File: src/rtl/ser_fifo_pkg.sv
// Shared types and helpers for the word-in / bit-out Tx FIFO.
package ser_fifo_pkg;

  typedef enum logic {
    S_IDLE  = 1'b0,
    S_SHIFT = 1'b1
  } ser_state_t;

  // Occupancy from wrap-bit pointers; the mask keeps the modulo at ptrBits.
  function automatic logic [31:0] fifoLevel(
    input logic [31:0] wrPtr,
    input logic [31:0] rdPtr,
    input int unsigned ptrBits
  );
    logic [31:0] mask;
    mask = (32'd1 << ptrBits) - 32'd1;
    return (wrPtr - rdPtr) & mask;
  endfunction

endpackage

File: src/rtl/ser_fifo_if.sv
// Producer word handshake, serial bit handshake, control and status of ser_fifo.
interface ser_fifo_if #(
  parameter int DATA_WIDTH = 8,
  parameter int DEPTH_LOG2 = 7
);

  logic                  inWriteValid;
  logic [DATA_WIDTH-1:0] inData;
  logic                  outWriteReady;
  logic                  inBitReady;
  logic                  outBitValid;
  logic                  outBit;
  logic                  outSymbolStart;
  logic                  inFlush;
  logic                  inClearErrors;
  logic [DEPTH_LOG2:0]   outLevel;
  logic                  outFull;
  logic                  outEmpty;
  logic                  outAlmostFull;
  logic                  outAlmostEmpty;
  logic                  outWriteError;
  logic                  outReadError;

  modport master (
    output inWriteValid, inData, inBitReady, inFlush, inClearErrors,
    input  outWriteReady, outBitValid, outBit, outSymbolStart, outLevel,
           outFull, outEmpty, outAlmostFull, outAlmostEmpty,
           outWriteError, outReadError
  );

  modport slave (
    input  inWriteValid, inData, inBitReady, inFlush, inClearErrors,
    output outWriteReady, outBitValid, outBit, outSymbolStart, outLevel,
           outFull, outEmpty, outAlmostFull, outAlmostEmpty,
           outWriteError, outReadError
  );

endinterface

File: src/rtl/ser_fifo_mem.sv
// Simple dual-port storage: synchronous write, asynchronous read (distributed RAM).
module ser_fifo_mem #(
  parameter int DATA_WIDTH = 8,
  parameter int DEPTH_LOG2 = 7
) (
  input  logic                  inClock,
  input  logic                  inWriteEnable,
  input  logic [DEPTH_LOG2-1:0] inWriteAddr,
  input  logic [DATA_WIDTH-1:0] inWriteData,
  input  logic [DEPTH_LOG2-1:0] inReadAddr,
  output logic [DATA_WIDTH-1:0] outReadData
);

  logic [DATA_WIDTH-1:0] memArray [0:(1 << DEPTH_LOG2)-1];

  always_ff @(posedge inClock) begin
    if (inWriteEnable) begin
      memArray[inWriteAddr] <= inWriteData;
    end
  end

  // Read is combinational so a pop can load the shifter on the same edge.
  assign outReadData = memArray[inReadAddr];

endmodule

File: src/rtl/ser_fifo.sv
// Word-in / bit-out FIFO: wrap-bit pointers, level flags, sticky errors and
// a two-state serializer that reloads on the last bit without a bubble.
module ser_fifo
  import ser_fifo_pkg::*;
#(
  parameter int DATA_WIDTH      = 8,
  parameter int DEPTH_LOG2      = 7,
  parameter int MSB_FIRST       = 0,
  parameter int ALMOST_EMPTY_TH = (1 << DEPTH_LOG2) / 4,
  parameter int ALMOST_FULL_TH  = 3 * (1 << DEPTH_LOG2) / 4
) (
  input logic      inClock,
  input logic      inReset,
  ser_fifo_if.slave bus
);

  localparam int PTR_W   = DEPTH_LOG2 + 1;
  localparam int CNT_W   = $clog2(DATA_WIDTH);
  localparam int OUT_IDX = (MSB_FIRST != 0) ? DATA_WIDTH - 1 : 0;

  logic [PTR_W-1:0]      wrPtrReg;
  logic [PTR_W-1:0]      rdPtrReg;
  logic [PTR_W-1:0]      level;
  logic                  full;
  logic                  empty;
  ser_state_t            stateReg;
  logic [DATA_WIDTH-1:0] shiftReg;
  logic [CNT_W-1:0]      bitCntReg;
  logic [DATA_WIDTH-1:0] memRdData;
  logic                  writeErrReg;
  logic                  readErrReg;
  logic                  writeAccept;
  logic                  advance;
  logic                  lastBit;
  logic                  popNow;

  assign level = PTR_W'(fifoLevel(32'(wrPtrReg), 32'(rdPtrReg), PTR_W));
  assign full  = (level == PTR_W'(1 << DEPTH_LOG2));
  assign empty = (level == '0);

  // Full is judged before the edge: a simultaneous pop does not make room.
  assign writeAccept = bus.inWriteValid && !full && !bus.inFlush;
  assign advance     = (stateReg == S_SHIFT) && bus.inBitReady;
  assign lastBit     = (bitCntReg == CNT_W'(DATA_WIDTH - 1));
  assign popNow      = !bus.inFlush && !empty &&
                       ((stateReg == S_IDLE) || (advance && lastBit));

  ser_fifo_mem #(
    .DATA_WIDTH(DATA_WIDTH),
    .DEPTH_LOG2(DEPTH_LOG2)
  ) u_mem (
    .inClock      (inClock),
    .inWriteEnable(writeAccept),
    .inWriteAddr  (wrPtrReg[DEPTH_LOG2-1:0]),
    .inWriteData  (bus.inData),
    .inReadAddr   (rdPtrReg[DEPTH_LOG2-1:0]),
    .outReadData  (memRdData)
  );

  always_ff @(posedge inClock or negedge inReset) begin
    if (!inReset) begin
      wrPtrReg <= '0;
      rdPtrReg <= '0;
    end else begin
      if (writeAccept) begin
        wrPtrReg <= wrPtrReg + PTR_W'(1);
      end
      if (bus.inFlush) begin
        rdPtrReg <= wrPtrReg;
      end else if (popNow) begin
        rdPtrReg <= rdPtrReg + PTR_W'(1);
      end
    end
  end

  // Shifted-out positions fill with zero, so an idle shifter rests at 0.
  always_ff @(posedge inClock or negedge inReset) begin
    if (!inReset) begin
      stateReg  <= S_IDLE;
      shiftReg  <= '0;
      bitCntReg <= '0;
    end else if (bus.inFlush) begin
      stateReg  <= S_IDLE;
      shiftReg  <= '0;
      bitCntReg <= '0;
    end else begin
      case (stateReg)
        S_IDLE: begin
          if (popNow) begin
            shiftReg  <= memRdData;
            bitCntReg <= '0;
            stateReg  <= S_SHIFT;
          end
        end
        S_SHIFT: begin
          if (bus.inBitReady) begin
            if (lastBit) begin
              bitCntReg <= '0;
              if (popNow) begin
                shiftReg <= memRdData;
              end else begin
                shiftReg <= '0;
                stateReg <= S_IDLE;
              end
            end else begin
              bitCntReg <= bitCntReg + CNT_W'(1);
              shiftReg  <= (MSB_FIRST != 0) ? (shiftReg << 1) : (shiftReg >> 1);
            end
          end
        end
        default: stateReg <= S_IDLE;
      endcase
    end
  end

  // Set beats clear on the same edge; flush leaves both flags alone.
  always_ff @(posedge inClock or negedge inReset) begin
    if (!inReset) begin
      writeErrReg <= 1'b0;
      readErrReg  <= 1'b0;
    end else begin
      writeErrReg <= (writeErrReg && !bus.inClearErrors) ||
                     (bus.inWriteValid && full);
      readErrReg  <= (readErrReg && !bus.inClearErrors) ||
                     (bus.inBitReady && (stateReg != S_SHIFT));
    end
  end

  assign bus.outWriteReady  = !full;
  assign bus.outBitValid    = (stateReg == S_SHIFT);
  assign bus.outBit         = shiftReg[OUT_IDX];
  assign bus.outSymbolStart = (stateReg == S_SHIFT) && (bitCntReg == '0);
  assign bus.outLevel       = level;
  assign bus.outFull        = full;
  assign bus.outEmpty       = empty;
  assign bus.outAlmostFull  = (level >= PTR_W'(ALMOST_FULL_TH));
  assign bus.outAlmostEmpty = (level <= PTR_W'(ALMOST_EMPTY_TH));
  assign bus.outWriteError  = writeErrReg;
  assign bus.outReadError   = readErrReg;

endmodule

File: src/flat_wrapper.sv
// flat-port wrapper written by rule: the top's interface ports become plain ports
module ser_fifo_flat import ser_fifo_pkg::*;
#(
  parameter int DATA_WIDTH      = 8,
  parameter int DEPTH_LOG2      = 7,
  parameter int MSB_FIRST       = 0,
  parameter int ALMOST_EMPTY_TH = (1 << DEPTH_LOG2) / 4,
  parameter int ALMOST_FULL_TH  = 3 * (1 << DEPTH_LOG2) / 4
)
  (inClock, inReset, bus_inWriteValid, bus_inData, bus_inBitReady, bus_inFlush, bus_inClearErrors, bus_outWriteReady, bus_outBitValid, bus_outBit, bus_outSymbolStart, bus_outLevel, bus_outFull, bus_outEmpty, bus_outAlmostFull, bus_outAlmostEmpty, bus_outWriteError, bus_outReadError);
  ser_fifo_if #(.DATA_WIDTH(DATA_WIDTH), .DEPTH_LOG2(DEPTH_LOG2)) bus_i ();
  input logic inClock;
  input logic inReset;
  input wire logic [$bits(bus_i.inWriteValid)-1:0] bus_inWriteValid;
  input wire logic [$bits(bus_i.inData)-1:0] bus_inData;
  input wire logic [$bits(bus_i.inBitReady)-1:0] bus_inBitReady;
  input wire logic [$bits(bus_i.inFlush)-1:0] bus_inFlush;
  input wire logic [$bits(bus_i.inClearErrors)-1:0] bus_inClearErrors;
  output wire logic [$bits(bus_i.outWriteReady)-1:0] bus_outWriteReady;
  output wire logic [$bits(bus_i.outBitValid)-1:0] bus_outBitValid;
  output wire logic [$bits(bus_i.outBit)-1:0] bus_outBit;
  output wire logic [$bits(bus_i.outSymbolStart)-1:0] bus_outSymbolStart;
  output wire logic [$bits(bus_i.outLevel)-1:0] bus_outLevel;
  output wire logic [$bits(bus_i.outFull)-1:0] bus_outFull;
  output wire logic [$bits(bus_i.outEmpty)-1:0] bus_outEmpty;
  output wire logic [$bits(bus_i.outAlmostFull)-1:0] bus_outAlmostFull;
  output wire logic [$bits(bus_i.outAlmostEmpty)-1:0] bus_outAlmostEmpty;
  output wire logic [$bits(bus_i.outWriteError)-1:0] bus_outWriteError;
  output wire logic [$bits(bus_i.outReadError)-1:0] bus_outReadError;
  assign bus_i.inWriteValid = bus_inWriteValid;
  assign bus_i.inData = bus_inData;
  assign bus_i.inBitReady = bus_inBitReady;
  assign bus_i.inFlush = bus_inFlush;
  assign bus_i.inClearErrors = bus_inClearErrors;
  assign bus_outWriteReady = bus_i.outWriteReady;
  assign bus_outBitValid = bus_i.outBitValid;
  assign bus_outBit = bus_i.outBit;
  assign bus_outSymbolStart = bus_i.outSymbolStart;
  assign bus_outLevel = bus_i.outLevel;
  assign bus_outFull = bus_i.outFull;
  assign bus_outEmpty = bus_i.outEmpty;
  assign bus_outAlmostFull = bus_i.outAlmostFull;
  assign bus_outAlmostEmpty = bus_i.outAlmostEmpty;
  assign bus_outWriteError = bus_i.outWriteError;
  assign bus_outReadError = bus_i.outReadError;
  ser_fifo #(.DATA_WIDTH(DATA_WIDTH), .DEPTH_LOG2(DEPTH_LOG2), .MSB_FIRST(MSB_FIRST), .ALMOST_EMPTY_TH(ALMOST_EMPTY_TH), .ALMOST_FULL_TH(ALMOST_FULL_TH)) u_core (.inClock(inClock), .inReset(inReset), .bus(bus_i));
endmodule
File: config.mk
export PLATFORM = sky130hd
export DESIGN_NAME = ser_fifo_flat
export DESIGN_NICKNAME = d
export VERILOG_FILES = /design/src/rtl/ser_fifo_pkg.sv /design/src/rtl/ser_fifo_if.sv /design/src/rtl/ser_fifo_mem.sv /design/src/rtl/ser_fifo.sv /design/src/flat_wrapper.sv
export SDC_FILE = /design/constraint.sdc
export NUM_CORES = 1
export LEC_CHECK = 0
export CORE_MARGIN = 1.5
export CORE_UTILIZATION = 40
export DETAILED_ROUTE_END_ITERATION = 16
export HOLD_SLACK_MARGIN = 0.08
export SYNTH_ARGS = -nofsm -noshare
export SYNTH_HDL_FRONTEND = slang
export SYNTH_SLANG_ARGS = --single-unit
export TNS_END_PERCENT = 10
File: constraint.sdc
create_clock -name inClock -period 4.5 [get_ports inClock]
set_input_delay 0.675 -clock inClock [delete_from_list [all_inputs] [get_ports inClock]]
set_output_delay 0.675 -clock inClock [all_outputs]
set_load 0.05 [all_outputs]
==> results.txt <==
critical path type: reg -> out
# fillers: 8,471
Distinct cells, synth: 71
Finished Layout Cells: 3,755
CTS H-Tree Depth: 3
DP HPWL: 65,400 um
largest stage delay on the critical path: 480 ps
initial antenna violation count: 2
prevailing post-synth register cell: edfxtp_1
Critical Path AT: 3600 ps
Worst-Margin Slew: 1240 ps
drt first pass iters: 5
ranking of synthesized cells by area: edfxtp_1, mux4_2, mux2i_1, dfrtp_1, nor3_1
Crit. End Element: primary output
Lkg Pwr: 0.0153 uW
syn_nets: 2,158
status: finished clean
fmax: 0.234 GHz
Final Cycle Share: 95.1%
RD Place Congestion: 0.857
final clock skew: 21.4 ps
I/O pin count: 32
Worst VDD drop: 0.000768 V
design area: 47,900 sq um
CTS root buf: clkbuf_16
Pwr Total: 28,600 uW
gr usage total: 20.0%
top cell type's share of synthesized area: 73.6%
Fin. Hold Viols: 0
top cells by count, synth: edfxtp_1, mux4_2, nor3_1
Initial Utilization: 40.4%
final setup TNS: 0 ps
RSZ-0062 raised after global routing: no
Final setup viols: 0
total gr overflow: 0
Placed Instance Area: 44,600 sq um
CTS tree: yes
core area: 103,000 sq um
antenna viol nets, final: 0
number of global-route vias before repair: 22,000
synth warn: 0
die width: 326 um
routed wire length: 107,000 um
# port buffers: 31
clock tree buffer depth: 3
Ant. Diodes: 0
Seq/Total Area, Yosys: 75.4%
via count: 22,100
DR WL/cell: 28.5 um
Die Y: 326 um
MaxCap Viol Count: 0
First DRT Iteration DRCs: 2,486
share of layout cells above drive strength 1: 24.9%
die area: 106,000 sq um
startpoint types: flip-flop
Num CTS Buffers: 100
Mapped Area: 41,800 sq um
count leader, synth: edfxtp_1
#FFs+latches synth: 1,054
Max FO, Critical Path: 8
Post-CTS Setup Repair Bufs: 0
slowest CP cell: dfrtp_2
pins over their slew limit: 0
syn_area_per_cell: 19.6 sq um
DRC viols: 0
Clk Latency, worst-skew pair: 670 ps
via/cell ratio: 5.89
row cnt: 118
post-synthesis cell count: 2,131
post-synth top area cell: edfxtp_1
Final Critical Period: 4280 ps
number of synthesized flops with an enable pin: 1,024
Placed Cells: 3,572
clk sinks: 1,054
Worst slew margin: 17.2%
clock slew at reported path FFs: 70 ps
first-pass GRT wire length: 156,000 um
FFs w/ async S/R, synth: 2.85%
worst path required time: 3830 ps
Layout area overhead: 14.7%
worst min path class: in -> async
worst path cell trace: inv_2, ha_1, inv_1, fa_1, a211oi_2, nor3_1, or3b_2, buf_4, nor4b_4, inv_1, buf_4
largest net degree at the start of global routing: 121
Final nets: 2,321
pwr dens: 598 nW/um^2
[through the flow]
stage	util, %	hold WS, ps	setup WS [ps]
after CTS	46.3	420	24.4
after detailed placement	43.1	500	341
after global routing	46.3	466	35.4
after global placement	43.1	490	566
after floorplan	-	379	-231
final	46.3	437	220
[registers in the layout (all words and copies together) (netlist names)]
name,cells
u_core.shiftReg,8
u_core.bus.outReadError,1
u_core.bus.outWriteError,1
u_core.u_mem.memArray,1024
u_core.rdPtrReg,8
u_core.wrPtrReg,8
u_core.bus.outBitValid,1
u_core.bitCntReg,3
[cell usage in the layout, fill, tap and decap left out, types with 11 or more instances in the layout]
master,instances
clkbuf_16,101
a221oi_1,16
nand2_1,92
o22ai_1,51
clkdlybuf4s50_1,12
clkinv_2,13
buf_4,167
nor4_1,11
a21oi_1,12
buf_12,18
clkbuf_1,24
ha_1,12
inv_1,15
a31oi_1,24
o21ai_0,16
edfxtp_1,1024
nand3_1,30
a221o_1,19
mux2_2,20
mux2i_1,80
mux4_2,216
dfrtp_1,25
nor2_1,52
a211oi_1,12
clkinv_1,20
nor3_1,132
bufinv_16,12
[per-layer routing]
| metal | global-route usage, % | routed length, um | up-vias |
|---|---|---|---|
| li1 | - | - | 9192 |
| met5 | 0 | 20 | - |
| met4 | 6.15 | 2950 | 2 |
| met1 | 29.2 | 45200 | 11700 |
| met3 | 3.13 | 8130 | 164 |
| met2 | 31.3 | 50700 | 1088 |
[power by group]
group / internal [uW] / total [uW] / switching, uW
Combinational: 3510 / 9060 / 5550
Sequential: 11000 / 11100 / 164
Clock: 4850 / 8460 / 3600
Total: 19300 / 28600 / 9310
[cells by family after synthesis]
logic type / synth area share (%)
fa+ha+maj: 0.407
simple gates: 4.51
flops: 75.4
xor+xnor: 0.269
compound gates: 3.52
mux: 14.1
buf+inv: 1.80
[critical path: cells and delay by family, from the launching register on]
kind	cells	cell delay (ps)
and+or+nand+nor	3	930
AOI/OAI and AO/OA	1	270
buffers and inverters	5	660
DFF	1	480
adders and majority gates	2	620
[cell type report]
cell class	instances	area (sq um)	share of cell area (%)
Clock buffer	127	2650	5.52
Tap cell	1380	1730	3.60
Timing Repair Buffer	197	1730	3.62
Inverter	21	78.8	0.165
Multi-Input combinational cell	920	9600	20.0
Sequential cell	1054	31500	65.8
Clock inverter	56	621	1.30
[timing repair]
item	CTS	global route
resized for setup	0	3
setup endpoints to repair	0	3
hold buffers	0	0
[worst paths after layout]
path                       depth (start not counted)                            to               start  slack (ps)
setup / recovery                                  11             bus_outWriteReady  u_core.wrPtrReg[0]         220
hold / removal                                     2            u_core.wrPtrReg[7]             inReset         440
setup reg to reg                                  11   u_core.u_mem.memArray[5][6]  u_core.wrPtrReg[0]         510
hold reg to reg                                    1            u_core.shiftReg[7]  u_core.shiftReg[7]         520
max in group asynchronous                          2            u_core.rdPtrReg[1]             inReset        3710
min in group inClock                               1  u_core.u_mem.memArray[13][6]       bus_inData[6]         510
(Power assumes the default switching activity.)
